## src/rtl/fetch_unit_pkg.sv

```systemverilog
// ============================================================================
// fetch_unit_pkg -- shared fetch-stage types, reset PC and redirect encoding
// Revision: 1.0
// ============================================================================
`default_nettype none

package fetch_unit_pkg;

  typedef enum logic [1:0] {
    IDLE = 2'd0,
    REQ  = 2'd1,
    WAIT = 2'd2,
    DROP = 2'd3
  } fetch_state_e;

  localparam logic [31:0] RESET_PC_DEFAULT = 32'h0000_0000;

  // Bit positions inside redirect_type, shared with the EX-stage branch unit
  localparam int unsigned RT_BTYPE = 0;
  localparam int unsigned RT_JALR  = 1;
  localparam int unsigned RT_JAL   = 2;
  localparam int unsigned RT_AUIPC = 3;
  localparam int unsigned RT_WIDTH = 4;

  function automatic logic is_onehot(input logic [RT_WIDTH-1:0] v);
    return (v != '0) && ((v & (v - 1'b1)) == '0);
  endfunction

endpackage

`default_nettype wire

```

## src/rtl/fetch_unit_if.sv

```systemverilog
// ============================================================================
// fetch_unit_if -- redirect, instruction-memory and decode-side signal bundle
// Revision: 1.0
// ============================================================================
`default_nettype none

interface fetch_unit_if;
  import fetch_unit_pkg::*;

  logic                redirect_valid;
  logic [RT_WIDTH-1:0] redirect_type;
  logic [31:0]         redirect_target;
  logic                imem_req;
  logic [31:0]         imem_addr;
  logic                imem_ready;
  logic                imem_rvalid;
  logic [31:0]         imem_rdata;
  logic                if_valid;
  logic [31:0]         if_pc;
  logic [31:0]         if_inst;
  logic                if_ready;
  logic                flush;
  logic                redirect_err;

  modport master (
    input  redirect_valid, redirect_type, redirect_target,
    output imem_req, imem_addr,
    input  imem_ready, imem_rvalid, imem_rdata,
    output if_valid, if_pc, if_inst,
    input  if_ready,
    output flush, redirect_err
  );

  modport slave (
    output redirect_valid, redirect_type, redirect_target,
    input  imem_req, imem_addr,
    output imem_ready, imem_rvalid, imem_rdata,
    input  if_valid, if_pc, if_inst,
    output if_ready,
    input  flush, redirect_err
  );

endinterface

`default_nettype wire

```

## src/rtl/fetch_unit.sv

```systemverilog
// ============================================================================
// fetch_unit -- single-outstanding instruction fetch with one-entry buffer
// Revision: 1.0
// ============================================================================
`default_nettype none

module fetch_unit
  import fetch_unit_pkg::*;
#(
  parameter logic [31:0] RESET_PC = RESET_PC_DEFAULT
) (
  input  logic          clk,
  input  logic          rst,
  fetch_unit_if.master  bus
);

  fetch_state_e state_q, state_d;
  logic [31:0]  pc_q, pc_d;
  logic [31:0]  pc_inflight_q, pc_inflight_d;
  logic         if_valid_q, if_valid_d;
  logic [31:0]  if_pc_q, if_pc_d;
  logic [31:0]  if_inst_q, if_inst_d;
  logic         redirect_err_q, redirect_err_d;

  logic can_issue;
  logic accept;
  logic consume;
  logic bad_redirect;

  // A request only goes out when the buffer will have room for its response
  assign can_issue = (state_q == REQ) && (!if_valid_q || bus.if_ready)
                     && !bus.redirect_valid && !rst;
  assign accept    = can_issue && bus.imem_ready;
  assign consume   = if_valid_q && bus.if_ready;
  assign bad_redirect = bus.redirect_valid &&
                        (!is_onehot(bus.redirect_type) || (bus.redirect_target[1:0] != 2'b00));

  always_comb begin
    state_d        = state_q;
    pc_d           = pc_q;
    pc_inflight_d  = pc_inflight_q;
    if_valid_d     = if_valid_q;
    if_pc_d        = if_pc_q;
    if_inst_d      = if_inst_q;
    redirect_err_d = redirect_err_q || bad_redirect;

    if (consume) begin
      if_valid_d = 1'b0;
    end

    case (state_q)
      IDLE: state_d = REQ;
      REQ: begin
        if (accept) begin
          pc_inflight_d = pc_q;
          state_d       = WAIT;
        end
      end
      WAIT: begin
        if (bus.imem_rvalid) begin
          if_inst_d  = bus.imem_rdata;
          if_pc_d    = pc_inflight_q;
          if_valid_d = 1'b1;
          pc_d       = pc_q + 32'd4;
          state_d    = REQ;
        end
      end
      DROP: begin
        if (bus.imem_rvalid) begin
          state_d = REQ;
        end
      end
      default: state_d = IDLE;
    endcase

    // Redirect wins over every update above; a response arriving with it is discarded
    if (bus.redirect_valid) begin
      pc_d       = {bus.redirect_target[31:2], 2'b00};
      if_valid_d = 1'b0;
      if_pc_d    = if_pc_q;
      if_inst_d  = if_inst_q;
      case (state_q)
        WAIT:    state_d = bus.imem_rvalid ? REQ : DROP;
        // Leaving DROP on a coincident response keeps the FSM from waiting forever
        DROP:    state_d = bus.imem_rvalid ? REQ : DROP;
        default: state_d = state_q;
      endcase
    end
  end

  always_ff @(posedge clk) begin
    if (rst) begin
      state_q        <= IDLE;
      pc_q           <= RESET_PC;
      pc_inflight_q  <= '0;
      if_valid_q     <= 1'b0;
      if_pc_q        <= '0;
      if_inst_q      <= '0;
      redirect_err_q <= 1'b0;
    end else begin
      state_q        <= state_d;
      pc_q           <= pc_d;
      pc_inflight_q  <= pc_inflight_d;
      if_valid_q     <= if_valid_d;
      if_pc_q        <= if_pc_d;
      if_inst_q      <= if_inst_d;
      redirect_err_q <= redirect_err_d;
    end
  end

  assign bus.imem_req     = can_issue;
  assign bus.imem_addr    = can_issue ? pc_q : 32'h0000_0000;
  assign bus.flush        = bus.redirect_valid && !rst;
  assign bus.if_valid     = if_valid_q;
  assign bus.if_pc        = if_pc_q;
  assign bus.if_inst      = if_inst_q;
  assign bus.redirect_err = redirect_err_q;

endmodule

`default_nettype wire

```

## src/flat_wrapper.sv

```systemverilog
// flat-port wrapper written by rule: the top's interface ports become plain ports
module fetch_unit_flat import fetch_unit_pkg::*;
#(
  parameter logic [31:0] RESET_PC = RESET_PC_DEFAULT
)
  (clk, rst, bus_redirect_valid, bus_redirect_type, bus_redirect_target, bus_imem_req, bus_imem_addr, bus_imem_ready, bus_imem_rvalid, bus_imem_rdata, bus_if_valid, bus_if_pc, bus_if_inst, bus_if_ready, bus_flush, bus_redirect_err);
  fetch_unit_if bus_i ();
  input  logic clk;
  input  logic rst;
  input wire logic [$bits(bus_i.redirect_valid)-1:0] bus_redirect_valid;
  input wire logic [$bits(bus_i.redirect_type)-1:0] bus_redirect_type;
  input wire logic [$bits(bus_i.redirect_target)-1:0] bus_redirect_target;
  output wire logic [$bits(bus_i.imem_req)-1:0] bus_imem_req;
  output wire logic [$bits(bus_i.imem_addr)-1:0] bus_imem_addr;
  input wire logic [$bits(bus_i.imem_ready)-1:0] bus_imem_ready;
  input wire logic [$bits(bus_i.imem_rvalid)-1:0] bus_imem_rvalid;
  input wire logic [$bits(bus_i.imem_rdata)-1:0] bus_imem_rdata;
  output wire logic [$bits(bus_i.if_valid)-1:0] bus_if_valid;
  output wire logic [$bits(bus_i.if_pc)-1:0] bus_if_pc;
  output wire logic [$bits(bus_i.if_inst)-1:0] bus_if_inst;
  input wire logic [$bits(bus_i.if_ready)-1:0] bus_if_ready;
  output wire logic [$bits(bus_i.flush)-1:0] bus_flush;
  output wire logic [$bits(bus_i.redirect_err)-1:0] bus_redirect_err;
  assign bus_i.redirect_valid = bus_redirect_valid;
  assign bus_i.redirect_type = bus_redirect_type;
  assign bus_i.redirect_target = bus_redirect_target;
  assign bus_imem_req = bus_i.imem_req;
  assign bus_imem_addr = bus_i.imem_addr;
  assign bus_i.imem_ready = bus_imem_ready;
  assign bus_i.imem_rvalid = bus_imem_rvalid;
  assign bus_i.imem_rdata = bus_imem_rdata;
  assign bus_if_valid = bus_i.if_valid;
  assign bus_if_pc = bus_i.if_pc;
  assign bus_if_inst = bus_i.if_inst;
  assign bus_i.if_ready = bus_if_ready;
  assign bus_flush = bus_i.flush;
  assign bus_redirect_err = bus_i.redirect_err;
  fetch_unit #(.RESET_PC(RESET_PC)) u_core (.clk(clk), .rst(rst), .bus(bus_i));
endmodule
```

## config.mk

```make
export PLATFORM = sky130hd
export DESIGN_NAME = fetch_unit_flat
export DESIGN_NICKNAME = d
export VERILOG_FILES = /design/src/rtl/fetch_unit_pkg.sv /design/src/rtl/fetch_unit_if.sv /design/src/rtl/fetch_unit.sv /design/src/flat_wrapper.sv
export SDC_FILE = /design/constraint.sdc
export NUM_CORES = 1
export LEC_CHECK = 0
export CORE_UTILIZATION = 47
export DETAILED_ROUTE_END_ITERATION = 10
export HOLD_SLACK_MARGIN = 0.12
export PLACE_DENSITY = 0.81
export RECOVER_POWER = 25
export SLEW_MARGIN = 20
export SYNTH_ARGS = -nofsm -noshare
export SYNTH_HDL_FRONTEND = slang
export SYNTH_SLANG_ARGS = --single-unit
```

## constraint.sdc

```tcl
create_clock -name clk -period 2.3 [get_ports clk]
set_clock_uncertainty 0.05 [all_clocks]
set_input_delay 0.345 -clock clk [delete_from_list [all_inputs] [get_ports clk]]
set_output_delay 0.345 -clock clk [all_outputs]
set_load 0.05 [all_outputs]
```

# == Yosys cells after proc, flatten, opt, wreduce, memory -nomap -nowiden ==
# Index checks and enable logic that the tools add are counted.
# op_classes
n_reduce_logical,28
bitwise_logic,2
n_addsub,2
n_mul,0
magnitude_cmp,0
eq_ne,6
div_mod_pow,0
n_shift,0
muxes,13
# ops
op,count
32-bit two-way mux,4
"32-bit by 3-bit adder with 32-bit output, second input constant",1
2-bit two-way mux,5
1-bit logical AND,8
2-bit case mux with 3 select lines,1
2-bit AND reduction,3
3-bit AND reduction,2
2-bit nonzero test,3
4-bit bitwise AND,1
"2-bit == test, second input constant",2
1-bit zero test,4
4-bit zero test,1
4-bit nonzero test,1
2-bit OR reduction,2
"4-bit by 1-bit subtractor with 4-bit output, second input constant",1
1-bit logical OR,3
1-bit two-way mux,3
"3-bit by 1-bit != test with 1-bit output, second input constant",1
"3-bit by 2-bit != test with 1-bit output, second input constant",1
"2-bit by 1-bit == test with 1-bit output, second input constant",1
2-bit zero test,1
"2-bit != test, second input constant",1
1-bit inverter,1
# word_totals
romBits,0
latch_bits,0
ramBits,0
inputBits,74
register_bits,132
out_inout_bits,100
elab_cells,59
mem_count,0

# == Depth between registers and ports, before layout ==
# logic_depth
depth_word,9
ltp_mapped,7
ltp_nobuf,5

# == Worst setup path after synthesis ==
# No wires, ideal clock.
# synth_timing
path_type,input to output
startpoint,in bus_redirect_valid
endpoint,out bus_imem_addr[12]
path_stages,4
slack_ns,0.302
arrival_ns,1.603
n_path_buf,2
required_time_ns,1.905
path_cell_list,buf_2 > nor4b_2 > clkbuf_1 > and3_1
# synth_via
elab_chain_cells,4
# synth_rtl
item,line_no,rtl
start: declaration,flat_wrapper.sv:10,input wire logic [$bits(bus_i.redirect_valid)-1:0] bus_redirect_valid;
1-bit zero test,fetch_unit.sv:32,&& !bus.redirect_valid && !rst;
1-bit logical AND (2 in a row),fetch_unit.sv:32,
32-bit two-way mux,fetch_unit.sv:112,assign bus.imem_addr = can_issue ? pc_q : 32'h0000_0000;
end: declaration,flat_wrapper.sv:14,output wire logic [$bits(bus_i.imem_addr)-1:0] bus_imem_addr;
# Every way passes these cells.

# == Worst setup path after layout ==
# layout_timing
startpoint,in bus_redirect_valid
endpoint,out bus_imem_addr[19]
# Same word-level chain as after synthesis.

==> results.md <==
- A synthesized cell averages 7.91 um^2.
- By count the netlist is led by nand2_1, dfxtp_1, a21oi_1.
- After synthesis, the share of flip-flops with an asynchronous set or reset is 0%.
- The clock tree root buffer cell is clkbuf_16.
- Routability-driven placement finished with a final weighted congestion of 0.923.
- The count of inserted antenna diode cells is 0.
- The cts-stage hold buffer count is 0.
- The worst-margin pin slew is 0.556 ns.
- Traced cell by cell, the critical path runs through clkdlybuf4s50_1 > nor4b_4 > buf_6 > and3_1 > buf_12.
- The number of antenna violations at the first check in global routing is 0.
- The maximum clock path buffer count is 2.
- The adder and majority cell fraction of the synthesized area is 0.227%.
- The first detailed-routing pass ran for 5 iterations.
- Yosys mapped the design onto 58 distinct sky130hd cell types.
- The largest family of logic cells by synthesized area is simple AND/OR/NAND/NOR gates.
- In the final layout, the share of cells above drive strength 1 is 14.3%.
- The top cell type by area accounts for 45.8% of the synthesized area.
- After Yosys synthesis, XOR and XNOR cells account for 1.43% of the synthesized area.
- The reported max-cap violation count is 0.
- After Yosys synthesis, and, or, nand and nor cells account for 29.4% of the synthesized area.
- The via count of the first global-routing pass was 5232.
- Sorting the synthesized cells by area gives the leading types as dfxtp_1, nand2_1, a21oi_1.
- Counting the fill cells in the layout gives 824.
- The worst slew margin relative to its limit is 62.8%.
- The required arrival time at the worst endpoint is 1.90 ns.
- The number of cells upsized or downsized after cts is 0.
- The count of mapped cells out of synthesis is 696.
- The post-route non-filler standard cell count is 1018.
- The floorplan step set the die width to 110 um.
- The main flop type after synthesis is dfxtp_1.
- Buffers inserted during clock tree synthesis total 17.
- The share of cell area taken by muxes after synthesis is 0.182%.
- Setup violations remaining at the end of the flow were counted as 0.
- The worst path in the final design needs a cycle of 2.26 ns, including I/O delays and setup.
- The pin count of the biggest net entering global routing is 59.
- The synthesized design spends more area on one cell type than any other, namely dfxtp_1.
- Registers take 2520 um^2.
- The count of pins over their slew limit is 0.
- The initial utilization of the core area, before any placement, comes to 48.2%.
- The die span in y is 110 um.
- The min-delay analysis places its worst path in the category flop to flop.
- Yosys instantiated no cell more often than nand2_1.
- The placed instance count is 986.
- The count of synthesis-stage warnings from yosys is 0.
- For this design the static power due to leakage is 3.06 nW.
- The wire length per cell after detailed routing is 16.1 um.
- The final critical path takes up 98.3% of the cycle.
- By startpoint and endpoint, the worst setup path is classified as primary input to primary output.
- CTS saw 126 sinks.
- The total number of vias is 5660.
- The number of hold-slack violations in the final timing report is 0.
- Setup repair after global routing could not meet its margin everywhere.
- The worst vdd rail ir drop is 472 uV.
- The critical-path cell with the highest stage delay is clkdlybuf4s50_1.
- The cell family with the largest share of critical-path delay is buffers and inverters.
- The worst path arrival time is 1.87 ns.
- The post-synthesis sequential element count is 126.
- Post-CTS timing repair inserted 0 buffers for setup.
- The category of the worst setup path launch point is a primary input.
- The first-pass GRT wire length is 25300 um.
- The via-per-instance ratio is 5.56.
- STA classifies the critical path endpoint as a primary output.
- After floorplanning, the core was divided into 39 placement rows.
- After clock tree synthesis, the clock-pin slew on the worst setup and hold paths is 0.06 ns.
- Setup total negative slack on the finished layout was measured at 0 ns.
- Compared with the post-synthesis result, the final layout area differs by 52.3%.
- The number of buffers and inverters on the critical path is 3.
- For this run, the top clock speed supported by timing is 442 MHz.
- The post-DP HPWL is 11700 um.
- Prior to clock tree synthesis, the placed netlist has a worst setup slack of -0.0228 ns.
- The multi-input combinational cell area is 2700 um^2.
- The synthesized netlist devotes 17.2% of its cell area to compound gates.
- The clock tree from TritonCTS is done.
- For this run the aggregate overflow at the end of global routing stands at 0.
- The die covers 12200 um^2.
- The number of enable-type register cells in the synthesized netlist is 0.
- The sequential element share of the synthesized area is 45.8%.
- The core region is 11400 um^2.
- In this run the number of H-tree levels came out at 4.
- In this run the tool buffered the top-level ports with 169 buffer cells.
- The I/O pin total is 174.
- The final core utilization is 73.4%.
- The slack of the critical path is 0.0386 ns.
- The DRC violation count after routing is 0.
- Summed over all layers, the routed wires come to 16300 um.
- The flow ran to the end, and the final reports show no timing, DRC or antenna violations.
- Power spread over the standard cell area amounts to 649 nW/um^2.
- The clock latency on the worst-skew pair is 0.41 ns.
- In this run the worst path has a maximum fanout of 16.
- The number of antenna-violating nets in the routed design is 0.
- The synthesized cell area is 5510 um^2.
- Global routing used 26.9% of the available tracks.
- The final net count is 937.
- The number of DRC markers in iteration 0 is 392.
- The longest individual stage delay on the worst path is 0.52 ns.
## registers in the layout, indices dropped and copies added (netlist names)
| name | flops |
|---|---|
| u_core.bus.if_inst | 32 |
| u_core.bus.redirect_err | 1 |
| u_core.pc_q | 30 |
| u_core.state_q | 2 |
| u_core.bus.if_pc | 30 |
| u_core.bus.if_valid | 1 |
| u_core.pc_inflight_q | 30 |
## cells in the final DEF (no fill, tap or decap), types with 3 or more instances in the layout
cell type        netlist  routed
a21oi_1               99      99
o21ai_0               10      10
and3_1                33      33
xor2_1                 4       4
inv_1                 12      12
a2111oi_2              4       4
and3_2                 3       3
and4_2                 5       5
nor2_1                28      27
conb_1                 1       4
nor4_1                 7       7
inv_6                  0       3
buf_4                  5      27
clkdlybuf4s50_1        0     135
nor2b_1                5       5
and4_1                 4       4
o2111a_1               3       3
clkbuf_16              0      17
a211oi_1              15      15
a2111oi_0              5       5
a311oi_1               4       4
nor3_1                10      10
nand4_1                8       8
a311o_1                5       5
nand2_1              196     196
nand3_1               11      11
clkinv_2               0       3
clkbuf_8               0       3
buf_12                 0      37
dfxtp_1              126     126
xnor2_1                5       5
## per-stage QoR
stage / area, um^2 / power, mW / hold WS, ns
after floorplan: 5520 / 2.56 / 0.382
after global placement: 7780 / 2.81 / 0.388
after detailed placement: 7780 / 2.82 / 0.395
after CTS: 8380 / 5.47 / 0.402
after global routing: 8390 / 5.63 / 0.417
final: 8390 / 5.44 / 0.402
## final timing paths
| path | end | cells after the start | from | slack, ns |
|---|---|---|---|---|
| max | bus_imem_addr[19] | 5 | bus_redirect_valid | 0.04 |
| min | u_core.bus.if_pc[30] | 2 | u_core.pc_inflight_q[30] | 0.40 |
| max reg2reg | u_core.pc_q[26] | 5 | u_core.pc_q[12] | 0.24 |
| min reg2reg | u_core.bus.if_pc[30] | 2 | u_core.pc_inflight_q[30] | 0.40 |
## worst register-to-register path, cell delays in order, from the launching register on
cell and delay [ns]:
dfxtp_1 0.51, nand4_2 0.32, nor4_4 0.43, buf_4 0.23
a211oi_1 0.09, a2111oi_2 0.31
## per-layer routing
layer / vias up / wire, um / GRT usage (%) / share of wire, %
li1: 2739 / - / - / -
met1: 2645 / 6700 / 33.0 / 41
met2: 242 / 8030 / 45.8 / 49
met3: 34 / 1270 / 5.64 / 7.8
met4: 0 / 333 / 11.1 / 2.0
met5: - / 0 / 0 / 0
## power breakdown
| part | internal [mW] | switching (mW) | total [mW] |
|---|---|---|---|
| logic | 0.243 | 0.240 | 0.482 |
| clock network | 1.69 | 0.972 | 2.66 |
| registers | 2.23 | 0.0704 | 2.30 |
## cell type report
cell class	count	share of cell area, %
well taps	143	2.13
inverters	13	0.582
clock inverters	12	1.60
flip-flops and latches	126	30.1
clock buffers	20	5.57
repair buffers	203	27.8
multi-input cells	501	32.2
## kinds of logic after synthesis
group | Yosys count
and+or+nand+nor | 333
AOI/OAI and AO/OA | 153
DFF | 126
buffers and inverters | 72
xor gates and xnor gates | 9
adders and majority gates | 1
other | 1
muxes | 1
No activity file was read; power rests on OpenSTA's default activity.
